--- config.mk ---
export PLATFORM = sky130hd
export DESIGN_NAME = ppu_writeback_flat
export DESIGN_NICKNAME = d
export VERILOG_FILES = /design/src/rtl/ppu_pkg.sv /design/src/rtl/ppu_writeback_if.sv /design/src/rtl/ppu_requant_lane.sv /design/src/rtl/ppu_writeback.sv /design/src/flat_wrapper.sv
export SDC_FILE = /design/constraint.sdc
export NUM_CORES = 2
export LEC_CHECK = 0
export ABC_AREA = 1
export CORE_MARGIN = 1.5
export CORE_UTILIZATION = 40
export DETAILED_ROUTE_END_ITERATION = 8
export HOLD_SLACK_MARGIN = 0.15
export PLACE_DENSITY_LB_ADDON = 0.3
export SKIP_CTS_REPAIR_TIMING = 1
export SLEW_MARGIN = 10
export SYNTH_ARGS = -nofsm -noshare
export SYNTH_HDL_FRONTEND = slang
export SYNTH_SLANG_ARGS = --single-unit
--- constraint.sdc ---
create_clock -name i_clk -period 26.8 [get_ports i_clk]
set_clock_uncertainty 0.1 [all_clocks]
set_input_delay 5.36 -clock i_clk [delete_from_list [all_inputs] [get_ports i_clk]]
set_output_delay 5.36 -clock i_clk [all_outputs]
set_load 0.005 [all_outputs]
--- src/rtl/ppu_pkg.sv ---
// Shared types and defaults for the post-processing write-back stage:
// FSM state encoding, default widths and the signed saturation bounds.
package ppu_pkg;

    typedef enum logic [1:0] {
        IDLE = 2'd0,
        RUN  = 2'd1,
        DONE = 2'd2
    } ppu_state_e;

    localparam int PPU_LANES   = 16;
    localparam int PPU_ACC_W   = 24;
    localparam int PPU_OUT_W   = 4;
    localparam int PPU_ADDR_W  = 13;
    localparam int PPU_SHIFT_W = 5;
    localparam int SAT_CNT_W   = 16;

    function automatic int sat_hi(input int out_w);
        return (32'sd1 <<< (out_w - 32'sd1)) - 32'sd1;
    endfunction

    function automatic int sat_lo(input int out_w);
        return -(32'sd1 <<< (out_w - 32'sd1));
    endfunction

endpackage

--- src/rtl/ppu_writeback_if.sv ---
// Config, accumulator-stream, RAM-write and status signals of ppu_writeback.
// slave is the write-back stage's view, master the controller/RAM side.
interface ppu_writeback_if import ppu_pkg::*; #(
    parameter int LANES   = PPU_LANES,
    parameter int ACC_W   = PPU_ACC_W,
    parameter int OUT_W   = PPU_OUT_W,
    parameter int ADDR_W  = PPU_ADDR_W,
    parameter int SHIFT_W = PPU_SHIFT_W
) ();

    logic                     i_start;
    logic [SHIFT_W-1:0]       i_cfg_shift;
    logic [ADDR_W-1:0]        i_cfg_base;
    logic [ADDR_W-1:0]        i_cfg_len;
    logic                     i_acc_valid;
    logic                     o_acc_ready;
    logic [LANES*ACC_W-1:0]   i_acc_data;
    logic                     i_ram_stall;
    logic                     o_ram_we;
    logic [ADDR_W-1:0]        o_ram_addr;
    logic [LANES*OUT_W-1:0]   o_ram_data;
    logic                     o_busy;
    logic                     o_done;
    logic [SAT_CNT_W-1:0]     o_sat_cnt;

    modport slave (
        input  i_start, i_cfg_shift, i_cfg_base, i_cfg_len,
        input  i_acc_valid, i_acc_data, i_ram_stall,
        output o_acc_ready, o_ram_we, o_ram_addr, o_ram_data,
        output o_busy, o_done, o_sat_cnt
    );

    modport master (
        output i_start, i_cfg_shift, i_cfg_base, i_cfg_len,
        output i_acc_valid, i_acc_data, i_ram_stall,
        input  o_acc_ready, o_ram_we, o_ram_addr, o_ram_data,
        input  o_busy, o_done, o_sat_cnt
    );

endinterface

--- src/rtl/ppu_requant_lane.sv ---
// Single-lane requantiser: rounding arithmetic right shift followed by
// saturation to signed OUT_W, with a flag when the value was clipped.
module ppu_requant_lane import ppu_pkg::*; #(
    parameter int ACC_W   = PPU_ACC_W,
    parameter int OUT_W   = PPU_OUT_W,
    parameter int SHIFT_W = PPU_SHIFT_W
) (
    input  logic [ACC_W-1:0]   i_x,
    input  logic [SHIFT_W-1:0] i_shift,
    output logic [OUT_W-1:0]   o_y,
    output logic               o_sat
);

    localparam logic signed [ACC_W:0]   SAT_HI    = (ACC_W+1)'(sat_hi(OUT_W));
    localparam logic signed [ACC_W:0]   SAT_LO    = (ACC_W+1)'(sat_lo(OUT_W));
    localparam logic signed [ACC_W:0]   RND_ONE   = {{ACC_W{1'b0}}, 1'b1};
    localparam logic [SHIFT_W-1:0]      SHIFT_ONE = {{(SHIFT_W-1){1'b0}}, 1'b1};

    logic signed [ACC_W:0] x_ext;
    logic signed [ACC_W:0] rnd;
    logic signed [ACC_W:0] y;

    // Round-half-up shift in ACC_W+1 bits so the rounding add cannot overflow, then clip
    always_comb begin
        x_ext = {i_x[ACC_W-1], i_x};
        if (i_shift == '0) begin
            rnd = '0;
        end else begin
            rnd = RND_ONE <<< (i_shift - SHIFT_ONE);
        end
        y = (x_ext + rnd) >>> i_shift;
        if (y > SAT_HI) begin
            o_y   = SAT_HI[OUT_W-1:0];
            o_sat = 1'b1;
        end else if (y < SAT_LO) begin
            o_y   = SAT_LO[OUT_W-1:0];
            o_sat = 1'b1;
        end else begin
            o_y   = y[OUT_W-1:0];
            o_sat = 1'b0;
        end
    end

endmodule

--- src/rtl/ppu_writeback.sv ---
// Write-back stage: requantises accumulator vectors, packs them into RAM words
// and writes a run of len words from base, honouring RAM stalls.
module ppu_writeback import ppu_pkg::*; #(
    parameter int LANES   = PPU_LANES,
    parameter int ACC_W   = PPU_ACC_W,
    parameter int OUT_W   = PPU_OUT_W,
    parameter int ADDR_W  = PPU_ADDR_W,
    parameter int SHIFT_W = PPU_SHIFT_W
) (
    input  logic           i_clk,
    input  logic           i_rst,
    ppu_writeback_if.slave bus
);

    localparam logic [ADDR_W-1:0] ADDR_ONE = {{(ADDR_W-1){1'b0}}, 1'b1};

    ppu_state_e state_q, state_d;

    logic [SHIFT_W-1:0]     shift_q,   shift_d;
    logic [ADDR_W-1:0]      base_q,    base_d;
    logic [ADDR_W-1:0]      len_q,     len_d;
    logic [ADDR_W-1:0]      in_cnt_q,  in_cnt_d;
    logic [ADDR_W-1:0]      out_cnt_q, out_cnt_d;
    logic [SAT_CNT_W-1:0]   sat_cnt_q, sat_cnt_d;
    logic                   we_q,      we_d;
    logic [ADDR_W-1:0]      addr_q,    addr_d;
    logic [LANES*OUT_W-1:0] data_q,    data_d;

    logic                   acc_ready;
    logic                   busy;
    logic                   done;
    logic                   start_ok;
    logic                   hs;
    logic                   commit;
    logic                   last_commit;
    logic [LANES*OUT_W-1:0] packed_w;
    logic [LANES-1:0]       lane_sat;
    logic [SAT_CNT_W:0]     sat_inc;
    logic [SAT_CNT_W:0]     sat_sum;

    for (genvar k = 0; k < LANES; k++) begin : g_lane
        ppu_requant_lane #(
            .ACC_W   (ACC_W),
            .OUT_W   (OUT_W),
            .SHIFT_W (SHIFT_W)
        ) u_lane (
            .i_x     (bus.i_acc_data[k*ACC_W +: ACC_W]),
            .i_shift (shift_q),
            .o_y     (packed_w[k*OUT_W +: OUT_W]),
            .o_sat   (lane_sat[k])
        );
    end

    assign start_ok    = (state_q == IDLE) && bus.i_start;
    assign hs          = bus.i_acc_valid && acc_ready;
    assign commit      = (state_q == RUN) && we_q && !bus.i_ram_stall;
    assign last_commit = ((out_cnt_q + ADDR_ONE) == len_q);

    // State register
    always_ff @(posedge i_clk) begin
        if (i_rst) begin
            state_q <= IDLE;
        end else begin
            state_q <= state_d;
        end
    end

    // Next-state logic
    always_comb begin
        state_d = state_q;
        case (state_q)
            IDLE: begin
                if (bus.i_start) begin
                    state_d = (bus.i_cfg_len == '0) ? DONE : RUN;
                end else begin
                    state_d = IDLE;
                end
            end
            RUN: begin
                if (commit && last_commit) begin
                    state_d = DONE;
                end else begin
                    state_d = RUN;
                end
            end
            DONE:    state_d = IDLE;
            default: state_d = IDLE;
        endcase
    end

    // FSM outputs; ready deliberately looks at the live stall so a stalled word blocks intake
    always_comb begin
        acc_ready = 1'b0;
        busy      = 1'b0;
        done      = 1'b0;
        case (state_q)
            RUN: begin
                busy      = 1'b1;
                acc_ready = (in_cnt_q < len_q) && (!we_q || !bus.i_ram_stall);
            end
            DONE: begin
                done = 1'b1;
            end
            default: begin
                acc_ready = 1'b0;
            end
        endcase
    end

    // Number of clipped lanes on the word currently presented
    always_comb begin
        sat_inc = '0;
        for (int k = 0; k < LANES; k++) begin
            sat_inc = sat_inc + {{SAT_CNT_W{1'b0}}, lane_sat[k]};
        end
        sat_sum = {1'b0, sat_cnt_q} + sat_inc;
    end

    // Datapath next values: job config latch, counters, output register
    always_comb begin
        shift_d   = shift_q;
        base_d    = base_q;
        len_d     = len_q;
        in_cnt_d  = in_cnt_q;
        out_cnt_d = out_cnt_q;
        sat_cnt_d = sat_cnt_q;
        we_d      = we_q;
        addr_d    = addr_q;
        data_d    = data_q;
        if (start_ok) begin
            shift_d   = bus.i_cfg_shift;
            base_d    = bus.i_cfg_base;
            len_d     = bus.i_cfg_len;
            in_cnt_d  = '0;
            out_cnt_d = '0;
            sat_cnt_d = '0;
            we_d      = 1'b0;
        end else begin
            if (commit) begin
                out_cnt_d = out_cnt_q + ADDR_ONE;
                we_d      = 1'b0;
            end else begin
                out_cnt_d = out_cnt_q;
            end
            // A new word in the same cycle as a commit reloads the register and keeps we high
            if (hs) begin
                we_d      = 1'b1;
                addr_d    = base_q + in_cnt_q;
                data_d    = packed_w;
                in_cnt_d  = in_cnt_q + ADDR_ONE;
                sat_cnt_d = sat_sum[SAT_CNT_W] ? {SAT_CNT_W{1'b1}} : sat_sum[SAT_CNT_W-1:0];
            end else begin
                in_cnt_d  = in_cnt_q;
            end
        end
    end

    // Datapath registers
    always_ff @(posedge i_clk) begin
        if (i_rst) begin
            shift_q   <= '0;
            base_q    <= '0;
            len_q     <= '0;
            in_cnt_q  <= '0;
            out_cnt_q <= '0;
            sat_cnt_q <= '0;
            we_q      <= 1'b0;
            addr_q    <= '0;
            data_q    <= '0;
        end else begin
            shift_q   <= shift_d;
            base_q    <= base_d;
            len_q     <= len_d;
            in_cnt_q  <= in_cnt_d;
            out_cnt_q <= out_cnt_d;
            sat_cnt_q <= sat_cnt_d;
            we_q      <= we_d;
            addr_q    <= addr_d;
            data_q    <= data_d;
        end
    end

    assign bus.o_acc_ready = acc_ready;
    assign bus.o_ram_we    = we_q;
    assign bus.o_ram_addr  = addr_q;
    assign bus.o_ram_data  = data_q;
    assign bus.o_busy      = busy;
    assign bus.o_done      = done;
    assign bus.o_sat_cnt   = sat_cnt_q;

endmodule
--- src/flat_wrapper.sv ---
// flat-port wrapper written by rule: the top's interface ports become plain ports
module ppu_writeback_flat import ppu_pkg::*;
#(
    parameter int LANES   = PPU_LANES,
    parameter int ACC_W   = PPU_ACC_W,
    parameter int OUT_W   = PPU_OUT_W,
    parameter int ADDR_W  = PPU_ADDR_W,
    parameter int SHIFT_W = PPU_SHIFT_W
)
  (i_clk, i_rst, bus_i_start, bus_i_cfg_shift, bus_i_cfg_base, bus_i_cfg_len, bus_i_acc_valid, bus_i_acc_data, bus_i_ram_stall, bus_o_acc_ready, bus_o_ram_we, bus_o_ram_addr, bus_o_ram_data, bus_o_busy, bus_o_done, bus_o_sat_cnt);
  ppu_writeback_if #(.LANES(LANES), .ACC_W(ACC_W), .OUT_W(OUT_W), .ADDR_W(ADDR_W), .SHIFT_W(SHIFT_W)) bus_i ();
  input  logic i_clk;
  input  logic i_rst;
  input wire logic [$bits(bus_i.i_start)-1:0] bus_i_start;
  input wire logic [$bits(bus_i.i_cfg_shift)-1:0] bus_i_cfg_shift;
  input wire logic [$bits(bus_i.i_cfg_base)-1:0] bus_i_cfg_base;
  input wire logic [$bits(bus_i.i_cfg_len)-1:0] bus_i_cfg_len;
  input wire logic [$bits(bus_i.i_acc_valid)-1:0] bus_i_acc_valid;
  input wire logic [$bits(bus_i.i_acc_data)-1:0] bus_i_acc_data;
  input wire logic [$bits(bus_i.i_ram_stall)-1:0] bus_i_ram_stall;
  output wire logic [$bits(bus_i.o_acc_ready)-1:0] bus_o_acc_ready;
  output wire logic [$bits(bus_i.o_ram_we)-1:0] bus_o_ram_we;
  output wire logic [$bits(bus_i.o_ram_addr)-1:0] bus_o_ram_addr;
  output wire logic [$bits(bus_i.o_ram_data)-1:0] bus_o_ram_data;
  output wire logic [$bits(bus_i.o_busy)-1:0] bus_o_busy;
  output wire logic [$bits(bus_i.o_done)-1:0] bus_o_done;
  output wire logic [$bits(bus_i.o_sat_cnt)-1:0] bus_o_sat_cnt;
  assign bus_i.i_start = bus_i_start;
  assign bus_i.i_cfg_shift = bus_i_cfg_shift;
  assign bus_i.i_cfg_base = bus_i_cfg_base;
  assign bus_i.i_cfg_len = bus_i_cfg_len;
  assign bus_i.i_acc_valid = bus_i_acc_valid;
  assign bus_i.i_acc_data = bus_i_acc_data;
  assign bus_i.i_ram_stall = bus_i_ram_stall;
  assign bus_o_acc_ready = bus_i.o_acc_ready;
  assign bus_o_ram_we = bus_i.o_ram_we;
  assign bus_o_ram_addr = bus_i.o_ram_addr;
  assign bus_o_ram_data = bus_i.o_ram_data;
  assign bus_o_busy = bus_i.o_busy;
  assign bus_o_done = bus_i.o_done;
  assign bus_o_sat_cnt = bus_i.o_sat_cnt;
  ppu_writeback #(.LANES(LANES), .ACC_W(ACC_W), .OUT_W(OUT_W), .ADDR_W(ADDR_W), .SHIFT_W(SHIFT_W)) u_core (.i_clk(i_clk), .i_rst(i_rst), .bus(bus_i));
endmodule
==> results.ini <==
[floorplanning]
rows=138
floorplan.initialDensity_pct=40.3
dieWidth_um=381
dieHeight_um=381
ios=517
core_um2=141000
die_area_um2=145000

[synthesis]
synth_top_area_share_pct=24.4
netlist_area_um2=57000
synth_area_leaders=nand2_1 24%, nand3_1 22%, ha_1 8.8%, inv_1 6.9%, nor2_1 6.4%
synth-edff-count=0
synthArstFlopShare_pct=0
yosys_most_used_dff=dfxtp_1
ys_seq_area_share_pct=5.37
synth_nets=12250
ys_types=69
syn_inst=11417
netlist_top_cells_count=3,712 x nand2_1, 2,559 x nand3_1, 1,052 x inv_1
synth.largest_area_cell=nand2_1
synth-seq-cells=153
syn_area_per_cell_um2=4.99
yosysMostFrequentCell=nand2_1
ys_warn_count=0

[placement]
hpwl_mm=213
dp_cells=13444
gp_congestion=0.991
port_buffers=516

[timing]
worst_slew_pin_slew_ns=1.15
max_freq_ghz=0.0728
setup_viol=0
period_share_pct=51.2
rsz0062_at_grt=false
final.min_clock_period_ns=13.73
final_max_slew_viol_count=0
fin_hold_ws_ns=0.354
hold_violations=0
relSlewSlack_pct=22.8
fin_setup_tns_ns=0

[hold_path]
holdPathStages=1
worstHoldPathType=register to register

[clocking]
cts_inserted_buffers=17
cts_sinks=153
ctsHtreeMaxLevel=4
cts_root_buffer=clkbuf_16
clk_pin_slew_ns=0.08
tritoncts=done
cts.path.max_buffers=2
clk_latency_ns=0.50

[routing]
first_pass_iters=7
drcViolationCount=0
viasPerCell=5.80
antenna_left=0
finalWirelength_mm=274
wl_per_cell_um=20.3
drtIter0Drc=9328
num_vias=78227

[critical_path]
cp-end-kind=register
worstPathMaxFanout=8
crit_slowest_cell=o21ai_0
cp.required_ns=27.04
cp-start-kind=input port
criticalPathCategory=input port to register
critPathArrivalTime_ns=13.97
critPathMaxStageDelay_ns=0.54
worst-r2r-cell-count=56

[power_and_ir_drop]
pwr-share-seq_pct=12.2
p_switching_uw=1240
clock_power_share_pct=11.5
powerDensity_nw_per_um2=33.3
p_leak_uw=0.0333
intPower_uw=892
combPwrFrac_pct=76.3
swShare_pct=58.2
ir_drop_mv=0.0422

[finish]
layoutNonFillerInstCount=13493
area_growth_pct=12.5
nets=12406
drive_above_1_share_pct=2.62

[global_routing]
busiest_layer=met2
met2_usage_pct=55.8
grt_max_degree=169
grt_use_met1_pct=47.7
use_met3_pct=7.07
grt_remaining_overflow=0
antenna_found_initial=28
grt_pass1_vias=70057
gr-usage-all-layers_pct=36.0
grt_pass1_wl_mm=412

[status]
status=completed

[flow_run]
drv_cap=0

[through the flow]
step	utilization, %	cell area, µm²	worst slack [ns]	power (µW)
after CTS	45.3	64100	13.21	2100
after detailed placement	44.9	63500	12.71	1850
final	45.3	64100	13.07	2130
after floorplan	-	57000	14.58	1370
after global placement	44.9	63500	12.78	1850
after global routing	45.3	64100	12.32	2330
[layer usage]
| metal | part of all wire, % | vias up |
|---|---|---|
| met5 | 0.014 | - |
| met4 | 5.4 | 6 |
| met3 | 9.8 | 509 |
| met2 | 42 | 3691 |
| met1 | 42 | 35429 |
| li1 | - | 38592 |
[placed cells by master (no fill, tap or decap), types with 8 or more instances in the layout]
cell                n
o21ai_1            32
buf_4              79
and3_1             10
a22o_1              8
nand2_1          3710
inv_8               9
nor4_1             35
nand4_1           120
clkbuf_16          17
xor2_1             80
diode_2            18
o211ai_1           40
nor2_4             20
clkdlybuf4s50_1   516
nand3_1          2559
o21ai_0           436
a31oi_1            91
nor2_2             16
o21bai_1           23
o21a_1             67
nor2_1            955
ha_1              400
o221ai_1           28
or2_2              19
a21o_1             13
nand2_2            56
a211oi_1           26
a21oi_1           647
inv_2              19
nor3_1            134
xnor2_1            51
o22ai_1            12
fa_1               13
o21ai_2             8
dfxtp_1           148
inv_1            1049
nand3b_1           21
[cell type report]
class                   instances  area (µm²)
diodes                         18        45.0
multi-input cells            9725       48200
fillers                     15938       77300
clock inverters                14         133
flip-flops and latches        153        3080
clock buffers                  17         425
inverters                    1078        4090
well taps                    1890        2360
repair buffers                598        5820
[power by group through the flow]
stage          combinational, µW  sequential, µW  clock, µW
2_1_floorplan               1110             252          0
3_3_place_gp                1580             265          0
3_5_place_dp                1580             265          0
4_1_cts                     1590             260        250
5_1_grt                     1810             262        257
6_report                    1630             261        244
[final timing paths]
kind | start | to | slack (ns)
setup / recovery | bus_i_acc_data[33] | u_core.bus.o_sat_cnt[13]$_SDFFE_PP0P_ | 13.07
hold / removal | u_core.state_q[1]$_SDFF_PP0_ | u_core.state_q[1]$_SDFF_PP0_ | 0.35
setup reg to reg | u_core.shift_q[0]$_SDFFE_PP0P_ | u_core.bus.o_sat_cnt[13]$_SDFFE_PP0P_ | 14.20
hold reg to reg | u_core.state_q[1]$_SDFF_PP0_ | u_core.state_q[1]$_SDFF_PP0_ | 0.35
[worst max-delay path: cells and delay by family]
kind	cells	cell delay, ns
compound gates	8	2.31
fa+ha+maj	8	3.46
buf+inv	4	0.67
simple gates	22	2.16
[cell families (layout without fill, tap and decap cells)]
group / Yosys count / in the layout / share of synthesized area, %
other: 0 / 18 / 0
flip-flops: 153 / 153 / 5.37
adder cells (fa/ha/maj): 413 / 413 / 9.24
XOR/XNOR: 131 / 131 / 2.01
buffers and inverters: 1539 / 1707 / 10.4
AND/OR/NAND/NOR: 7697 / 7697 / 58.2
AO/OA/AOI/OAI: 1484 / 1484 / 14.7
[registers in the layout, indices dropped and copies added (netlist names)]
signal                 count
u_core.bus.o_ram_we        1
u_core.state_q             2
u_core.in_cnt_q           13
u_core.len_q              13
u_core.shift_q             5
u_core.bus.o_ram_addr     13
u_core.bus.o_ram_data     64
u_core.bus.o_sat_cnt      16
u_core.out_cnt_q          13
u_core.base_q             13
(Power assumes the default switching activity.)
